**src/rtl/fib_req_master.sv**
```systemverilog
// fib_req_master: initiator for the fibonacci engine's load/done/clear
// protocol. Takes one job at a time from a valid/ready request port, loads
// it into the engine, waits (bounded by a timeout) for done/error, returns
// the result on a valid/ready response port and then clears the engine.
module fib_req_master #(
  parameter int DATA_WIDTH     = 64,
  parameter int FIB_ORDER      = 16,
  parameter int TIMEOUT_CYCLES = 1024
) (
  input  logic                  clk,
  input  logic                  reset,
  input  logic                  req_valid,
  output logic                  req_ready,
  input  logic [FIB_ORDER-1:0]  req_order,
  input  logic [DATA_WIDTH-1:0] req_seed,
  output logic                  rsp_valid,
  input  logic                  rsp_ready,
  output logic [DATA_WIDTH-1:0] rsp_data,
  output logic [1:0]            rsp_status,
  output logic [15:0]           rsp_cycles,
  output logic                  fib_load,
  output logic                  fib_clear,
  output logic [DATA_WIDTH-1:0] fib_data_in,
  output logic [FIB_ORDER-1:0]  fib_order,
  input  logic [DATA_WIDTH-1:0] fib_data_out,
  input  logic                  fib_done,
  input  logic                  fib_overflw,
  input  logic                  fib_error
);

  typedef enum logic [2:0] {
    S_IDLE  = 3'd0,
    S_LOAD  = 3'd1,
    S_WAIT  = 3'd2,
    S_RESP  = 3'd3,
    S_CLEAR = 3'd4
  } state_t;

  localparam logic [15:0] TIMEOUT_VAL = 16'(TIMEOUT_CYCLES);
  localparam logic [1:0]  ST_OK  = 2'b00;
  localparam logic [1:0]  ST_OVF = 2'b01;
  localparam logic [1:0]  ST_ERR = 2'b10;
  localparam logic [1:0]  ST_TMO = 2'b11;

  state_t                r_state;
  state_t                w_state_nxt;
  logic [15:0]           r_cnt;
  logic [15:0]           w_cnt_inc;
  logic                  w_term;
  logic                  w_timeout;
  logic [1:0]            w_status;
  logic [DATA_WIDTH-1:0] r_rsp_data;
  logic [1:0]            r_rsp_status;
  logic [DATA_WIDTH-1:0] r_fib_data_in;
  logic [FIB_ORDER-1:0]  r_fib_order;
  logic                  r_req_ready;
  logic                  r_rsp_valid;
  logic                  r_fib_load;
  logic                  r_fib_clear;

  // Saturating WAIT-cycle increment, termination decode and status priority.
  always_comb begin
    w_cnt_inc = r_cnt;
    w_status  = ST_OK;
    if (r_cnt == 16'hFFFF) begin
      w_cnt_inc = r_cnt;
    end else begin
      w_cnt_inc = r_cnt + 16'd1;
    end
    w_term    = fib_done | fib_error;
    w_timeout = (w_cnt_inc >= TIMEOUT_VAL);
    // error outranks overflow, which outranks a clean result
    if (fib_error) begin
      w_status = ST_ERR;
    end else if (fib_overflw) begin
      w_status = ST_OVF;
    end else begin
      w_status = ST_OK;
    end
  end

  // Next-state logic of the job sequencer.
  always_comb begin
    w_state_nxt = r_state;
    case (r_state)
      S_IDLE: begin
        if (req_valid) w_state_nxt = S_LOAD;
        else           w_state_nxt = S_IDLE;
      end
      S_LOAD:  w_state_nxt = S_WAIT;
      S_WAIT: begin
        if (w_term || w_timeout) w_state_nxt = S_RESP;
        else                     w_state_nxt = S_WAIT;
      end
      S_RESP: begin
        if (rsp_ready) w_state_nxt = S_CLEAR;
        else           w_state_nxt = S_RESP;
      end
      S_CLEAR: w_state_nxt = S_IDLE;
      default: w_state_nxt = S_IDLE;
    endcase
  end

  // State register.
  always_ff @(posedge clk or posedge reset) begin
    if (reset) r_state <= S_IDLE;
    else       r_state <= w_state_nxt;
  end

  // Job latch, WAIT-cycle counter and result capture.
  always_ff @(posedge clk or posedge reset) begin
    if (reset) begin
      r_fib_order   <= {FIB_ORDER{1'b0}};
      r_fib_data_in <= {DATA_WIDTH{1'b0}};
      r_cnt         <= 16'd0;
      r_rsp_data    <= {DATA_WIDTH{1'b0}};
      r_rsp_status  <= 2'b00;
    end else begin
      case (r_state)
        S_IDLE: begin
          if (req_valid) begin
            r_fib_order   <= req_order;
            r_fib_data_in <= req_seed;
          end
        end
        S_LOAD: r_cnt <= 16'd0;
        S_WAIT: begin
          r_cnt <= w_cnt_inc;
          // a result arriving on the timeout cycle still wins
          if (w_term) begin
            r_rsp_data   <= fib_data_out;
            r_rsp_status <= w_status;
          end else if (w_timeout) begin
            r_rsp_data   <= {DATA_WIDTH{1'b0}};
            r_rsp_status <= ST_TMO;
          end
        end
        default: begin
        end
      endcase
    end
  end

  // Registered handshake and strobe outputs decoded from the next state.
  always_ff @(posedge clk or posedge reset) begin
    if (reset) begin
      r_req_ready <= 1'b1;
      r_rsp_valid <= 1'b0;
      r_fib_load  <= 1'b0;
      r_fib_clear <= 1'b0;
    end else begin
      r_req_ready <= (w_state_nxt == S_IDLE);
      r_rsp_valid <= (w_state_nxt == S_RESP);
      r_fib_load  <= (w_state_nxt == S_LOAD);
      r_fib_clear <= (w_state_nxt == S_CLEAR);
    end
  end

  assign req_ready   = r_req_ready;
  assign rsp_valid   = r_rsp_valid;
  assign rsp_data    = r_rsp_data;
  assign rsp_status  = r_rsp_status;
  assign rsp_cycles  = r_cnt;
  assign fib_load    = r_fib_load;
  assign fib_clear   = r_fib_clear;
  assign fib_data_in = r_fib_data_in;
  assign fib_order   = r_fib_order;

endmodule

```
**config.mk**
```make
export PLATFORM = sky130hd
export DESIGN_NAME = fib_req_master
export DESIGN_NICKNAME = d
export VERILOG_FILES = /design/src/rtl/fib_req_master.sv
export SDC_FILE = /design/constraint.sdc
export NUM_CORES = 1
export LEC_CHECK = 0
export CORE_ASPECT_RATIO = 1.75
export CORE_UTILIZATION = 44
export CTS_CLUSTER_DIAMETER = 120
export CTS_CLUSTER_SIZE = 10
export DETAILED_ROUTE_END_ITERATION = 7
export MAX_ROUTING_LAYER = met4
export PLACE_DENSITY_LB_ADDON = 0.1
export SLEW_MARGIN = 20
export SYNTH_ARGS = -nofsm -noshare
export SYNTH_HDL_FRONTEND = slang
export SYNTH_SLANG_ARGS = --single-unit
```
**constraint.sdc**
```tcl
create_clock -name clk -period 17.1 [get_ports clk]
set_clock_uncertainty 0.05 [all_clocks]
set_input_delay 4.275 -clock clk [delete_from_list [all_inputs] [get_ports clk]]
set_output_delay 4.275 -clock clk [all_outputs]
set_load 0.01 [all_outputs]
```
==> flow_summary.yaml <==
finish:
  multiInputGateArea_sq_mm: 0.00221
  seqCellArea_sq_mm: 0.00423
  final_cell_count_no_fill: 973
  final_nets: 930
  drive_gt1_share_pct: 16.3
  post-route-cell-area_sq_mm: 0.0105
  fillers: 1021
  areaGrowthSynthToFinish_pct: 59.0
sta:
  slew_headroom_pct: 30.1
  final.min_clock_period_ns: 6.27
  worstMarginPinSlew_ns: 1.05
  slew_viol_final: 0
  rsz0062_at_grt: "false"
  min_period_over_period_pct: 36.7
  finalHoldViolCount: 0
  setup_ws_ns: 10.83
  max_freq_mhz: 159
  fin_setup_tns_ns: 0
  setup_violations: 0
place:
  portBuffers: 316
  globalplace.congestion: 0.858
  dpl.cell_count: 939
  preCtsSetupSlack_ns: 10.42
  dpl.hpwl_mm: 14.9
  place_area_sq_mm: 0.00989
yosys:
  ys_warn_count: 0
  synthTopCellsByCount: "168 x dfrtp_1, 81 x mux2_2, 67 x a22o_1"
  synth_cells: 467
  syn_nets: 619
  syn_avg_cell_area_sq_um: 14.1
  yosys-top-cells-area: "dfrtp_1 64%, mux2_2 14%, a22o_1 8.9%"
  synth-seq-cells: 169
  ys_types: 44
  synth_area_sq_mm: 0.00660
  synth_top_area_share_pct: 63.7
  synth.most_common_cell: "dfrtp_1"
  ys.flop_type: "dfrtp_1"
  async_flop_share_pct: 100
  synth_top_area_cell: "dfrtp_1"
  synth_edf_count: 0
  ys_seq_area_share_pct: 64.1
detailed_routing:
  vias: 5324
  route.detailed.drc: 0
  dr.pass1.iters: 5
  vias_per_cell: 5.47
  totalWireLength_mm: 20.6
  wl_per_cell_um: 21.2
  drt_iter0_drc: 302
  antenna_left: 0
setup_path:
  critPathCaptureType: "flip-flop"
  r2r_start: "rsp_cycles[1]"
  rr_endpoint: "rsp_status[0]"
  reg2reg_depth: 8
  cp_data_required_time_ns: 17.35
  crit_chain: "clkdlybuf4s50_1 > a311oi_1 > o2111ai_1 > o21ai_4 > buf_4 > mux2_1"
  startpoint: "fib_error"
  cp.arrival_ns: 6.52
  cp_slowest_stage_delay_ns: 0.60
  critPathMaxFanout: 66
  endpoint: "rsp_status[0]"
  cp-start-kind: "primary input"
  cp_slowest_cell: "buf_4"
  worstSetupPathType: "primary input to flip-flop"
  r2r_slack_ns: 14.04
cts:
  post_cts_resize_count: 0
  cts_hold_buf: 0
  clock_path_buffers: 2
  cts.clk_slew.worst_paths_ns: 0.06
  clock-sinks: 169
  clk_latency_ns: 0.42
  post-cts-setup-buffers: 0
  tritoncts: "built"
  cts-buffers-inserted: 17
  cts-root-buf: "clkbuf_16"
  cts.htree.levels: 4
run_status:
  outcome: "finished clean"
power_and_ir_drop:
  p_leak_nw: 4.37
  p_per_area_mw_per_mm2: 188
  peakVddDrop_mv: 0.0958
grt:
  track_usage_pct: 28.1
  grt_pass1_wl_mm: 31.2
  grt.overflow.total: 0
  antenna_found_initial: 0
  grt_max_degree: 88
  grt_pass1_vias: 5721
floorplanning:
  ioPinCount: 317
  row_count: 58
  core_area_sq_mm: 0.0145
  die_h_um: 164
  die_w_um: 94.6
  die-area_sq_mm: 0.0155
  start_util_pct: 45.4
flow_run:
  cap_violations: 0
worst_hold_path:
  worstHoldPathCells: 1
  hp-class: "flip-flop to flip-flop"
## per-layer routing
metal  GRT usage [%]  vias up  share of wire [%]  wire length, um
met5               -        -                  0                0
met3            7.31       32                7.4             1520
met4            10.7        0                2.6              543
met1            30.7     2658                 35             7210
li1                -     2364                  -                -
met2            48.4      270                 55            11300
## kinds of logic (layout without fill, tap and decap cells)
family	after synthesis	after routing	share of synthesized area, %
simple gates	62	62	5.08
other cells	0	2	0
flops	169	169	64.1
buf+inv	35	359	2.69
mux	83	83	14.2
compound gates	116	116	13.6
fa+ha+maj	1	1	0.190
xor+xnor	1	1	0.133
## power breakdown
part / leakage (nW) / switching [mW] / internal, mW / total [mW]
Sequential: 2.07 / 0.115 / 0.586 / 0.701
Clock: 0.289 / 0.168 / 0.220 / 0.388
Combinational: 2.02 / 0.366 / 0.520 / 0.887
Total: 4.37 / 0.649 / 1.33 / 1.98
## stage by stage
stage / util (%) / hold WS (ns) / total power [mW]
2_1_floorplan: - / 0.459 / 1.10
3_5_place_dp: 68.1 / 0.431 / 1.60
3_3_place_gp: 68.1 / 0.428 / 1.57
6_report: 72.3 / 0.444 / 1.98
4_1_cts: 72.2 / 0.446 / 2.00
5_1_grt: 72.2 / 0.461 / 2.08
## critical path: cells and delay by family
family          cells  cell delay [ns]
buf+inv             2             1.08
compound gates      3             0.75
mux                 1             0.38
## layout by cell type, fill, tap and decap left out, drive strengths merged, types with 3 or more instances in the layout
cell and count:
clkbuf 19, clkinv 3, and4 3, dfrtp 168, a31oi 9, a22o 67, mux2 82, o21ai 13
nand3 4, clkdlybuf4s50 316, nand4 4, nor2 13, nand2 16, buf 4, o31a 3, a21oi 13
inv 14, or2 3, and3 5, nor3 6
## cell type report
cell class | count | share of cell area (%)
Antenna cell | 2 | 0.0477
Clock buffer | 19 | 4.13
Clock inverter | 13 | 1.51
Inverter | 7 | 0.298
Multi-Input combinational cell | 263 | 21.1
Sequential cell | 169 | 40.3
Tap cell | 180 | 2.15
Timing Repair Buffer | 320 | 30.5
## how the worst min path moves through the flow
stage                  startpoint       endpoint  slack [ns]
global placement    rsp_status[0]  rsp_status[0]        0.43
finish              rsp_status[0]  rsp_status[0]        0.44
CTS                 rsp_status[0]  rsp_status[0]        0.45
global route         rsp_data[52]   rsp_data[52]        0.46
detailed placement  rsp_status[0]  rsp_status[0]        0.43
floorplan              r_state[2]      req_ready        0.46
## state kept, by name, indices dropped and copies added (netlist names)
register / cells
fib_data_in: 64
rsp_data: 64
fib_order: 16
rsp_cycles: 16
r_state: 3
rsp_status: 2
fib_clear: 1
fib_load: 1
req_ready: 1
rsp_valid: 1
Power figures use the tool's default switching activity.
